===== src/rtl/usb_phy_pkg.sv =====
// Shared types and constants for the USB receive datapath.
// Latency: n/a (declarations only).
// Backpressure: n/a.
package usb_phy_pkg;

    // Receive framing state: waiting for SYNC, assembling words, or dropping a bad packet.
    typedef enum logic [1:0] {
        ST_IDLE    = 2'd0,
        ST_RX      = 2'd1,
        ST_DISCARD = 2'd2
    } rx_state_t;

    // USB inserts a zero after six consecutive ones.
    localparam int STUFF_LIMIT_DEFAULT = 6;

endpackage


===== src/rtl/usb_bit_unstuff.sv =====
// Bit unstuffer: counts consecutive ones, drops the stuffed zero, flags a stuffed one.
// Latency: combinational pass-through of the bit; the ones counter updates on the clock.
// Backpressure: none; every qualified bit is consumed in the cycle it arrives.
module usb_bit_unstuff
    import usb_phy_pkg::*;
#(
    parameter int STUFF_LIMIT = STUFF_LIMIT_DEFAULT
) (
    input  logic i_clk,
    input  logic i_rst,
    input  logic i_clr,
    input  logic i_bit_vld,
    input  logic i_bit_dat,
    output logic o_bit_vld,
    output logic o_bit_dat,
    output logic o_stuff_err
);

    localparam int OW = $clog2(STUFF_LIMIT + 1);
    localparam logic [OW-1:0] LIMIT = OW'(STUFF_LIMIT);

    logic [OW-1:0] ones_cnt;
    logic          at_limit;

    // The bit right after a full run of ones is the stuffed bit and never reaches the word.
    assign at_limit    = (ones_cnt == LIMIT);
    assign o_bit_vld   = i_bit_vld && !at_limit;
    assign o_bit_dat   = i_bit_dat;
    assign o_stuff_err = i_bit_vld && at_limit && i_bit_dat;

    // Run length of ones, continuous across word boundaries; the stuffed bit always restarts it.
    always_ff @(posedge i_clk or posedge i_rst) begin
        if (i_rst) begin
            ones_cnt <= '0;
        end else if (i_clr) begin
            ones_cnt <= '0;
        end else if (i_bit_vld) begin
            if (at_limit || !i_bit_dat) begin
                ones_cnt <= '0;
            end else begin
                ones_cnt <= ones_cnt + OW'(1);
            end
        end
    end

endmodule


===== src/rtl/rx_deserializer.sv =====
// USB receive deserializer: unstuffs line bits and packs them into DATA_WIDTH words.
// Latency: one cycle from the last bit of a word (or from EOP) to o_valid / pulse outputs.
// Backpressure: o_valid held until i_ready; a word completing while one is held is dropped with o_err_overrun.
module rx_deserializer
    import usb_phy_pkg::*;
#(
    parameter int DATA_WIDTH  = 8,
    parameter bit LSB_FIRST   = 1'b1,
    parameter int STUFF_LIMIT = STUFF_LIMIT_DEFAULT
) (
    input  logic                    i_clk,
    input  logic                    i_rst,
    input  logic                    i_data,
    input  logic                    i_valid,
    input  logic                    i_sync_pattern,
    input  logic                    i_eop,
    input  logic                    i_ready,
    output logic [DATA_WIDTH-1:0]   o_data,
    output logic [DATA_WIDTH/8-1:0] o_keep,
    output logic                    o_valid,
    output logic                    o_eop,
    output logic                    o_err_stuff,
    output logic                    o_err_align,
    output logic                    o_err_overrun
);

    localparam int KW = DATA_WIDTH / 8;
    localparam int CW = $clog2(DATA_WIDTH);
    localparam logic [CW-1:0] CNT_LAST = CW'(DATA_WIDTH - 1);
    localparam logic [CW-1:0] CNT_HALF = CW'(DATA_WIDTH / 2);

    rx_state_t             state;
    logic [CW-1:0]         bit_cnt;
    logic [DATA_WIDTH-1:0] shift_q;
    logic [DATA_WIDTH-1:0] shift_nxt;
    logic [DATA_WIDTH-1:0] flush_dat;
    logic                  ub_vld;
    logic                  ub_dat;
    logic                  stuff_err;
    logic                  word_done;
    logic                  out_free;

    usb_bit_unstuff #(
        .STUFF_LIMIT (STUFF_LIMIT)
    ) u_unstuff (
        .i_clk       (i_clk),
        .i_rst       (i_rst),
        .i_clr       (i_sync_pattern),
        .i_bit_vld   (i_valid && (state == ST_RX) && !i_sync_pattern),
        .i_bit_dat   (i_data),
        .o_bit_vld   (ub_vld),
        .o_bit_dat   (ub_dat),
        .o_stuff_err (stuff_err)
    );

    assign out_free  = !o_valid || i_ready;
    assign word_done = ub_vld && (bit_cnt == CNT_LAST);

    // Shift direction sets bit order; the eight bits of a half word sit at the shift-in end.
    always_comb begin
        if (LSB_FIRST) begin
            shift_nxt = {ub_dat, shift_q[DATA_WIDTH-1:1]};
            flush_dat = DATA_WIDTH'(shift_q[DATA_WIDTH-1 -: 8]);
        end else begin
            shift_nxt = {shift_q[DATA_WIDTH-2:0], ub_dat};
            flush_dat = DATA_WIDTH'(shift_q[7:0]);
        end
    end

    // Framing FSM, word assembly, output register and one-cycle status pulses.
    always_ff @(posedge i_clk or posedge i_rst) begin
        if (i_rst) begin
            state         <= ST_IDLE;
            bit_cnt       <= '0;
            shift_q       <= '0;
            o_data        <= '0;
            o_keep        <= '0;
            o_valid       <= 1'b0;
            o_eop         <= 1'b0;
            o_err_stuff   <= 1'b0;
            o_err_align   <= 1'b0;
            o_err_overrun <= 1'b0;
        end else begin
            o_eop         <= 1'b0;
            o_err_stuff   <= 1'b0;
            o_err_align   <= 1'b0;
            o_err_overrun <= 1'b0;
            if (o_valid && i_ready) begin
                o_valid <= 1'b0;
            end

            if (i_sync_pattern) begin
                // SYNC restarts framing from any state and outranks a coincident bit or EOP.
                state   <= ST_RX;
                bit_cnt <= '0;
                shift_q <= '0;
            end else begin
                case (state)
                    ST_RX: begin
                        if (stuff_err) begin
                            o_err_stuff <= 1'b1;
                            state       <= ST_DISCARD;
                            bit_cnt     <= '0;
                            shift_q     <= '0;
                        end else if (ub_vld) begin
                            if (word_done) begin
                                bit_cnt <= '0;
                                shift_q <= '0;
                                if (out_free) begin
                                    o_data  <= shift_nxt;
                                    o_keep  <= '1;
                                    o_valid <= 1'b1;
                                end else begin
                                    o_err_overrun <= 1'b1;
                                end
                            end else begin
                                bit_cnt <= bit_cnt + CW'(1);
                                shift_q <= shift_nxt;
                            end
                        end else if (i_eop) begin
                            o_eop   <= 1'b1;
                            state   <= ST_IDLE;
                            bit_cnt <= '0;
                            shift_q <= '0;
                            if (bit_cnt != '0) begin
                                if ((DATA_WIDTH == 16) && (bit_cnt == CNT_HALF)) begin
                                    // A whole trailing byte in a 16-bit word goes out alone.
                                    if (out_free) begin
                                        o_data  <= flush_dat;
                                        o_keep  <= KW'(1);
                                        o_valid <= 1'b1;
                                    end else begin
                                        o_err_overrun <= 1'b1;
                                    end
                                end else begin
                                    o_err_align <= 1'b1;
                                end
                            end
                        end
                    end
                    ST_DISCARD: begin
                        if (i_eop) begin
                            o_eop <= 1'b1;
                            state <= ST_IDLE;
                        end
                    end
                    default: begin
                        // Idle: line activity is meaningless until SYNC.
                    end
                endcase
            end
        end
    end

endmodule


===== config.mk =====
export PLATFORM = sky130hd
export DESIGN_NAME = rx_deserializer
export DESIGN_NICKNAME = d
export VERILOG_FILES = /design/src/rtl/usb_phy_pkg.sv /design/src/rtl/usb_bit_unstuff.sv /design/src/rtl/rx_deserializer.sv
export SDC_FILE = /design/constraint.sdc
export NUM_CORES = 1
export LEC_CHECK = 0
export ABC_AREA = 0
export CAP_MARGIN = 15
export CORE_MARGIN = 5
export CORE_UTILIZATION = 52
export DETAILED_ROUTE_END_ITERATION = 12
export PLACE_DENSITY_LB_ADDON = 0.12
export SLEW_MARGIN = 20
export SYNTH_ARGS = -nofsm -noshare
export SYNTH_HDL_FRONTEND = slang
export SYNTH_HIERARCHICAL = 1
export SYNTH_SLANG_ARGS = --single-unit

===== constraint.sdc =====
create_clock -name i_clk -period 3.25 [get_ports i_clk]
set_input_delay 0.4875 -clock i_clk [delete_from_list [all_inputs] [get_ports i_clk]]
set_output_delay 0.4875 -clock i_clk [all_outputs]
set_load 0.01 [all_outputs]

==> results of run 1 <==
per-stage QoR:
step	area, um^2	hold WS (ps)	utilization [%]	std cells
global placement	1550	451	62.6	154
global route	1640	338	66.1	162
floorplan	1340	241	-	107
CTS	1640	335	66.1	162
detailed placement	1550	453	62.6	154
finish	1640	354	66.1	162
sequential cells by signal, indices dropped and copies added (netlist names):
register	count
o_keep	1
state	2
bit_cnt	3
o_data	8
o_err_stuff	1
o_err_overrun	1
o_eop	1
o_err_align	1
u_unstuff/ones_cnt	3
flush_dat	7
o_valid	1
worst max-delay path by stage:
stage | slack (ps) | startpoint | endpoint | depth (start not counted)
3_5_place_dp | 340 | i_sync_pattern | o_data[3] | 8
2_1_floorplan | 960 | state[1] | o_data[0] | 10
6_report | 640 | i_sync_pattern | o_data[6] | 8
4_1_cts | 680 | i_sync_pattern | o_data[6] | 8
5_1_grt | 510 | i_sync_pattern | o_data[1] | 8
3_3_place_gp | 360 | i_sync_pattern | o_data[6] | 8
metal layers:
layer / vias up / wire length (um) / part of all wire, %
met1: 434 / 997 / 44
met4: 0 / 40 / 1.8
met2: 28 / 1110 / 49
met3: 5 / 128 / 5.6
met5: - / 0 / 0
li1: 424 / - / -
cell families (layout without fill, tap and decap cells):
kind of cell,Yosys count,in the layout,share of synthesized area (%)
AO/OA/AOI/OAI,21,21,11.5
adder cells (fa/ha/maj),7,7,6.52
buffers and inverters,14,39,5.31
flip-flops,29,29,54.0
multiplexers,10,10,10.5
AND/OR/NAND/NOR,26,26,12.1
area by class of cell:
class,instances,area share [%]
clock inverter,1,1.83
timing repair buffer,20,12.2
sequential,29,44.3
clock buffer,7,3.36
inverter,11,2.52
tap,30,2.29
multi-input combinational,64,33.4
synth_stat cells, drive strengths merged (2+ instances only):
library cell   n
dfrtp         29
ha             7
nand2          6
nor2           4
buf            3
o21ai          2
a22o           8
mux2           9
inv           11
and2b          2
a21oi          7
power by group:
group	internal [mW]	leakage [nW]	switching, mW
sequential	0.365	0.400	0.00250
combinational	0.0215	0.349	0.0308
clock	0.184	0.0455	0.116
total	0.570	0.795	0.150
critical path: stages:
cell and delay [ps]:
clkdlybuf4s50_1 550, and2b_4 350, and2_1 190, nand2_1 90, nor2_1 260, and2b_2 300, and4_4 270, mux2_4 310
==> results.yml, run 1 <==
timing:
  final-max-slew-violation-count: 0
  relSlewSlack_pct: 40.7
  skew_ps: 6.39
  setup_slack_ps: 644
  setup_violations: 0
  maxClockFrequency_mhz: 384
  fin_crit_sh_pct: 80.2
  tightest_slew_ps: 884
  hold_viol: 0
  rsz0062_at_grt: "false"
  setup_tns_ps: 0
  fin_crit_ps: 2610
placement:
  gp_congestion: 0.807
  dp_hpwl_um: 1620
  portBuffers: 20
  dp_slack_ps: 340
clocking:
  clkSinkCount: 29
  clk_pin_slew_worst_paths_ps: 80
  cts_resized: 0
  cts_setup_buffers: 0
  cts_root_buf: "clkbuf_4"
  cts_inserted_buffers: 5
  hold_buffers: 0
  cts.path.max_buffers: 2
  cts_tree: "built"
  h-tree-depth: 2
  clock_latency_ps: 320
synthesis:
  synth_enable_flop_cells: 0
  synth_cells: 107
  synthFlopType: "dfrtp_1"
  syn_nets: 121
  mappedNetlistArea_um2: 1340
  synth_top_area_cell: "dfrtp_1"
  ys_top_cells_by_area: "dfrtp_1, mux2_4, ha_1"
  synthDistinctLibCells: 34
  ys_seq_elements: 29
  syn_area_per_cell_um2: 12.6
  synth_top_area_share_pct: 54.0
  async_reset_ff_share_pct: 100
  synth_seq_area_share_pct: 54.0
  yosys_warnings: 6
setup_path:
  worstSetupEndpointType: "flop"
  r2r_slack_ps: 730
  worst_ep_required_time_ps: 3460
  crit_path_start_kind: "primary input"
  r2r-start: "state[1]"
  crit_arrival_ps: 2810
  r2r_end: "o_data[6]"
  rr_worst_depth: 9
  cp_max_fo: 9
  critPathKind: "in2reg"
drt:
  via_per_inst: 5.50
  drt-total-wl_um: 2280
  route.detailed.drc: 0
  ant_nets: 0
  dr.pass1.iters: 4
  vias: 891
  drtIter0Drc: 22
  detail_route.wl_per_cell_um: 14.0
layout:
  layout_common_cells: "dfrtp_1, clkdlybuf4s50_1, inv_1, mux2_4, a22o_1"
  drive_gt1_share_pct: 16.7
  layout_commonest_cell: "dfrtp_1"
  multiInputGateArea_um2: 547
  area_delta_synth_final_pct: 21.8
  final_nets: 145
  ff_latch_area_um2: 726
  nFillCells: 212
  diodes: 0
floorplan:
  dieArea_um2: 3700
  rows: 18
  coreArea_um2: 2480
  dieWidth_um: 60.8
  die_h_um: 60.8
  num_io_pins: 21
  initial_core_util_pct: 54.2
power_and_ir_drop:
  finalPower_mw: 0.720
  powerDensity_nw_per_um2: 440
  worst_ir_drop_vdd_uv: 441
  p_leak_nw: 0.795
run:
  cap_violations: 0
global_routing:
  use_met1_pct: 16.9
  busiest_layer: "met2"
  grt_pass1_wl_um: 4020
  grt_pass1_vias: 944
  gr-total-overflow: 0
  use_met2_pct: 24.9
  grt_max_degree: 27
  grt_use_met3_pct: 4.89
  grt_antenna_before_repair: 0
  track_usage_pct: 15.4
run_status:
  status: "finished clean"
min_path:
  holdCritPathClass: "in2async"
Power figures use the tool's default switching activity.
==> run 2: changes to the inputs <==
--- a/config.mk
+++ b/config.mk
@@ -8,7 +8,7 @@
 export ABC_AREA = 0
 export CAP_MARGIN = 15
 export CORE_MARGIN = 5
-export CORE_UTILIZATION = 52
+export CORE_UTILIZATION = 47
 export DETAILED_ROUTE_END_ITERATION = 12
 export PLACE_DENSITY_LB_ADDON = 0.12
 export SLEW_MARGIN = 20
==> constraint.sdc (replaced) <==
create_clock -name i_clk -period 2.2 [get_ports i_clk]
set_input_delay 0.33 -clock i_clk [delete_from_list [all_inputs] [get_ports i_clk]]
set_output_delay 0.33 -clock i_clk [all_outputs]
set_load 0.01 [all_outputs]
==> run 2 against run 1 <==
  * First-iteration DRC count up 100%
  * Via count up 7.7%
  * Wire length up 15%
  * Non-clock buffer count up 11
  * Sequential share of layout area down 3.6 points
  * Clock skew up 2.7 ps
  * Power up 66%
  * Combinational power up 98%
  * Flip-flop and latch count unchanged
  * Critical path depth up 1
  * Register-to-register slack worse by 620 ps
  * Clock-buffer cell count down 2
  * Critical path type is now reg2reg
==> results.yml, run 2 (synthesis gave the netlist of run 1 again) <==
setup_path:
  crit_path_start_kind: "flop"
  crit_arrival_ps: 2310
  crit_chain: "inv_1, ha_4, and2b_4, and2_4, nand2_2, nor2_4, and2b_2, and4_2, mux2_4"
  worst_ep_required_time_ps: 2420
  r2r_slack_ps: 110
  cp_top_family: "simple AND/OR/NAND/NOR gates"
  cp_max_fo: 4
  cp_slowest_cell: "dfrtp_1"
  r2r_end: "o_data[4]"
  cp_slowest_stage_delay_ps: 400
  cp-startpoint: "state[1]"
  crit_buf_inv: 1
  rr_worst_depth: 9
  r2r-start: "state[1]"
  critPathKind: "reg2reg"
  worstSetupEndpointType: "flop"
clocking:
  h-tree-depth: 2
  cts_tree: "built"
  cts_setup_buffers: 0
  clkSinkCount: 29
  hold_buffers: 0
  clk_pin_slew_worst_paths_ps: 100
  clock_latency_ps: 330
  cts_inserted_buffers: 5
  cts_root_buf: "clkbuf_4"
  cts.path.max_buffers: 2
timing:
  tightest_slew_ps: 332
  relSlewSlack_pct: 77.9
  hold_viol: 0
  skew_ps: 9.11
  setup_violations: 0
  holdWs_ps: 189
  fin_crit_ps: 2090
  rsz0062_at_grt: "false"
  final-max-slew-violation-count: 0
  maxClockFrequency_mhz: 479
  fin_crit_sh_pct: 94.8
floorplan:
  rows: 19
  dieArea_um2: 4030
  die_h_um: 63.5
  initial_core_util_pct: 48.7
  coreArea_um2: 2760
  dieWidth_um: 63.5
  num_io_pins: 21
drt:
  vias: 960
  ant_nets: 0
  route.detailed.drc: 0
  drtIter0Drc: 45
  dr.pass1.iters: 4
  via_per_inst: 5.49
  drt-total-wl_um: 2610
  detail_route.wl_per_cell_um: 14.9
layout:
  largest_reg_flops: 8
  area_delta_synth_final_pct: 32.7
  fin_cells: 175
  top_register: "o_data"
  layout_commonest_cell: "dfrtp_1"
  post-route-util_pct: 64.7
  layout_common_cells: "dfrtp_1, clkdlybuf4s50_1, inv_1, buf_4"
  fin_area_um2: 1780
  diodes: 0
  nFillCells: 226
  drive_gt1_share_pct: 28.5
  final_nets: 157
global_routing:
  use_met2_pct: 23.0
  grt_max_degree: 27
  grt_use_met3_pct: 5.86
  busiest_layer: "met2"
  track_usage_pct: 14.2
  use_met1_pct: 16.3
  grt_antenna_before_repair: 0
  grt_pass1_wl_um: 4500
  gr-total-overflow: 0
  grt_pass1_vias: 999
placement:
  dp_hpwl_um: 1780
  placed_area_um2: 1650
  gp_congestion: 0.790
  dp_cells: 166
  portBuffers: 20
run:
  cap_violations: 0
power_and_ir_drop:
  worst_ir_drop_vdd_uv: 652
  p_leak_nw: 0.871
  powerDensity_nw_per_um2: 669
run_status:
  status: "finished clean"
min_path:
  holdCritPathClass: "in2async"
==> run 2: power breakdown <==
part	internal (mW)	leakage (nW)	switching, mW
Sequential	0.539	0.400	0.00452
Clock	0.352	0.0552	0.193
Combinational	0.0501	0.415	0.0544
Total	0.941	0.871	0.252
==> run 2: repair_timing <==
item                                    in CTS  in global routing
endpoints found under the setup margin       1                 11
pin swaps                                    1                  0
cloned                                       0                  1
gates resized for setup                      0                  5
==> run 2: cell type report <==
class	count	area (um^2)	share of cell area [%]
Multi-Input combinational cell	65	592	33.2
Timing Repair Buffer	31	283	15.9
Tap cell	31	38.8	2.18
Inverter	11	41.3	2.32
Sequential cell	29	726	40.7
Clock buffer	5	37.5	2.11
Clock inverter	3	65.1	3.65
==> run 2: through the flow <==
stage / setup WS, ps / setup TNS, ps / power, mW
final: 114 / 0 / 1.19
after global routing: 19.8 / 0 / 1.24
after CTS: 5.44 / 0 / 1.21
after detailed placement: -202 / -2500 / 0.653
after global placement: -131 / -1460 / 0.650
after floorplan: 22.4 / 0 / 0.607
==> run 2: per-layer routing <==
layer / part of all wire [%] / vias up
li1: - / 451
met2: 49 / 31
met4: 2.3 / 0
met3: 5.8 / 8
met1: 43 / 470
met5: 0 / -
==> run 2: worst max path at each step <==
stage / end / slack (ps) / cells after the start
2_1_floorplan: o_data[0] / 20 / 10
3_3_place_gp: o_data[6] / -130 / 8
3_5_place_dp: o_data[5] / -200 / 8
4_1_cts: o_data[0] / 5 / 9
5_1_grt: o_data[2] / 20 / 9
6_report: o_data[4] / 110 / 9
==> run 2: worst register-to-register path, stage by stage, from the launching register on <==
cell	delay, ps
dfrtp_1	400
inv_1	110
ha_4	140
and2b_4	140
and2_4	150
nand2_2	70
nor2_4	130
and2b_2	260
and4_2	270
mux2_4	300
==> run 3: changes to the inputs <==
--- a/config.mk
+++ b/config.mk
@@ -8,7 +8,7 @@
 export ABC_AREA = 0
 export CAP_MARGIN = 15
 export CORE_MARGIN = 5
-export CORE_UTILIZATION = 47
+export CORE_UTILIZATION = 45
 export DETAILED_ROUTE_END_ITERATION = 12
 export PLACE_DENSITY_LB_ADDON = 0.12
 export SLEW_MARGIN = 20
==> run 3 against run 2 <==
  * Cell area down 3.4%
  * Clock skew shrank 6.5 ps
  * Global-route usage decreased by 0.91 points
  * Die area rose by 3.7%
  * First-iteration DRC count is 49% lower
  * Combinational power shrank 4%
  * Via count shrank 2.6%
  * Critical endpoint is now o_data[2]
==> results.yml, run 3 (synthesis gave the netlist of run 1 again) <==
run_status:
  status: "finished clean"
global_routing:
  grt_use_met3_pct: 6.22
  grt_pass1_wl_um: 4270
  use_met2_pct: 21.0
  gr-total-overflow: 0
  grt_max_degree: 27
  grt_antenna_before_repair: 0
  track_usage_pct: 13.3
  use_met1_pct: 16.1
  grt_pass1_vias: 970
  busiest_layer: "met2"
layout:
  top_register: "o_data"
  area_delta_synth_final_pct: 28.1
  nFillCells: 226
  layout_commonest_cell: "dfrtp_1"
  fin_area_um2: 1720
  drive_gt1_share_pct: 27.1
  largest_reg_flops: 8
  ff_latch_area_um2: 726
  multiInputGateArea_um2: 582
  final_nets: 157
  fin_cells: 175
  layout_common_cells: "dfrtp_1, clkdlybuf4s50_1, buf_4, inv_1"
  diodes: 0
clocking:
  clkSinkCount: 29
  clock_latency_ps: 320
  cts_inserted_buffers: 5
  cts_root_buf: "clkbuf_4"
  cts.path.max_buffers: 2
  cts_setup_buffers: 0
  cts_tree: "built"
  clk_pin_slew_worst_paths_ps: 90
  h-tree-depth: 2
  hold_buffers: 0
timing:
  skew_ps: 2.65
  hold_viol: 0
  setup_tns_ps: 0
  relSlewSlack_pct: 78.1
  setup_violations: 0
  setup_slack_ps: 142
  fin_crit_sh_pct: 93.5
  fin_crit_ps: 2060
  maxClockFrequency_mhz: 486
  holdWs_ps: 187
  tightest_slew_ps: 328
  final-max-slew-violation-count: 0
  rsz0062_at_grt: "false"
drt:
  drtIter0Drc: 23
  dr.pass1.iters: 4
  route.detailed.drc: 0
  detail_route.wl_per_cell_um: 14.5
  vias: 935
  via_per_inst: 5.34
  ant_nets: 0
  drt-total-wl_um: 2530
setup_path:
  crit_path_start_kind: "flop"
  crit_arrival_ps: 2270
  cp-startpoint: "state[1]"
  crit_buf_inv: 1
  cp_slowest_stage_delay_ps: 410
  cp_top_family: "simple AND/OR/NAND/NOR gates"
  r2r-start: "state[1]"
  worstSetupEndpointType: "flop"
  cp_slowest_cell: "dfrtp_1"
  crit_chain: "inv_2, ha_4, and2b_4, and2_1, nand2_1, nor2_2, and2b_2, and4_2, mux2_4"
  cp_max_fo: 4
  worst_ep_required_time_ps: 2410
  critPathKind: "reg2reg"
placement:
  placed_area_um2: 1650
  gp_congestion: 0.778
  dp_hpwl_um: 1810
  portBuffers: 20
  dp_cells: 166
  dp_slack_ps: -191
power_and_ir_drop:
  worst_ir_drop_vdd_uv: 293
  p_leak_nw: 0.845
  powerDensity_nw_per_um2: 548
floorplan:
  dieWidth_um: 64.6
  dieArea_um2: 4180
  coreArea_um2: 2810
  die_h_um: 64.6
  rows: 19
  num_io_pins: 21
  initial_core_util_pct: 47.9
min_path:
  holdCritPathClass: "in2async"
run:
  cap_violations: 0
[run 3: cell count changes in the layout (fill, tap and decap cells not counted)]
cell,before,now
bufinv_16,2,0
clkbuf_1,0,1
and2_1,0,1
clkinv_2,1,2
nand2_1,5,6
nor2_2,0,1
inv_2,0,1
nor2_4,1,0
nand2_2,1,0
and2_4,1,0
inv_1,11,10
[run 3: final timing paths]
| check | to | slack (ps) | depth (start not counted) |
|---|---|---|---|
| max | o_data[2] | 140 | 9 |
| min | u_unstuff/ones_cnt[1] | 190 | 2 |
| max reg2reg | o_data[2] | 140 | 9 |
| min reg2reg | o_keep | 470 | 1 |
| max in group asynchronous | o_data[0] | 1570 | 3 |
| min in group i_clk | o_keep | 470 | 1 |
[run 3: layout make-up]
cell class	count	share of cell area, %
flip-flops and latches	29	42.2
multi-input cells	65	33.8
repair buffers	31	16.4
clock buffers	6	2.40
inverters	11	2.40
well taps	31	2.25
clock inverters	2	0.581
[run 3: report_power, final]
group / leakage [nW] / internal (mW) / switching (mW)
registers: 0.400 / 0.539 / 0.00454
clock network: 0.0320 / 0.121 / 0.179
logic: 0.413 / 0.0489 / 0.0511
[run 3: layer usage]
| layer | wire length [um] | vias to the layer above |
|---|---|---|
| li1 | - | 452 |
| met1 | 1120 | 453 |
| met2 | 1230 | 25 |
| met3 | 158 | 5 |
| met4 | 29 | 0 |
| met5 | 0 | - |
[run 3: per-stage QoR]
step	utilization, %	total power, mW
finish	61.4	0.944
global route	61.4	1.01
CTS	60.7	0.960
detailed placement	58.8	0.653
global placement	58.8	0.650
floorplan	-	0.607
[run 3: what timing repair did]
item                       in CTS  in global routing
gates resized for setup         0                  3
setup endpoints to repair       0                  9
hold endpoints to repair        0                  0
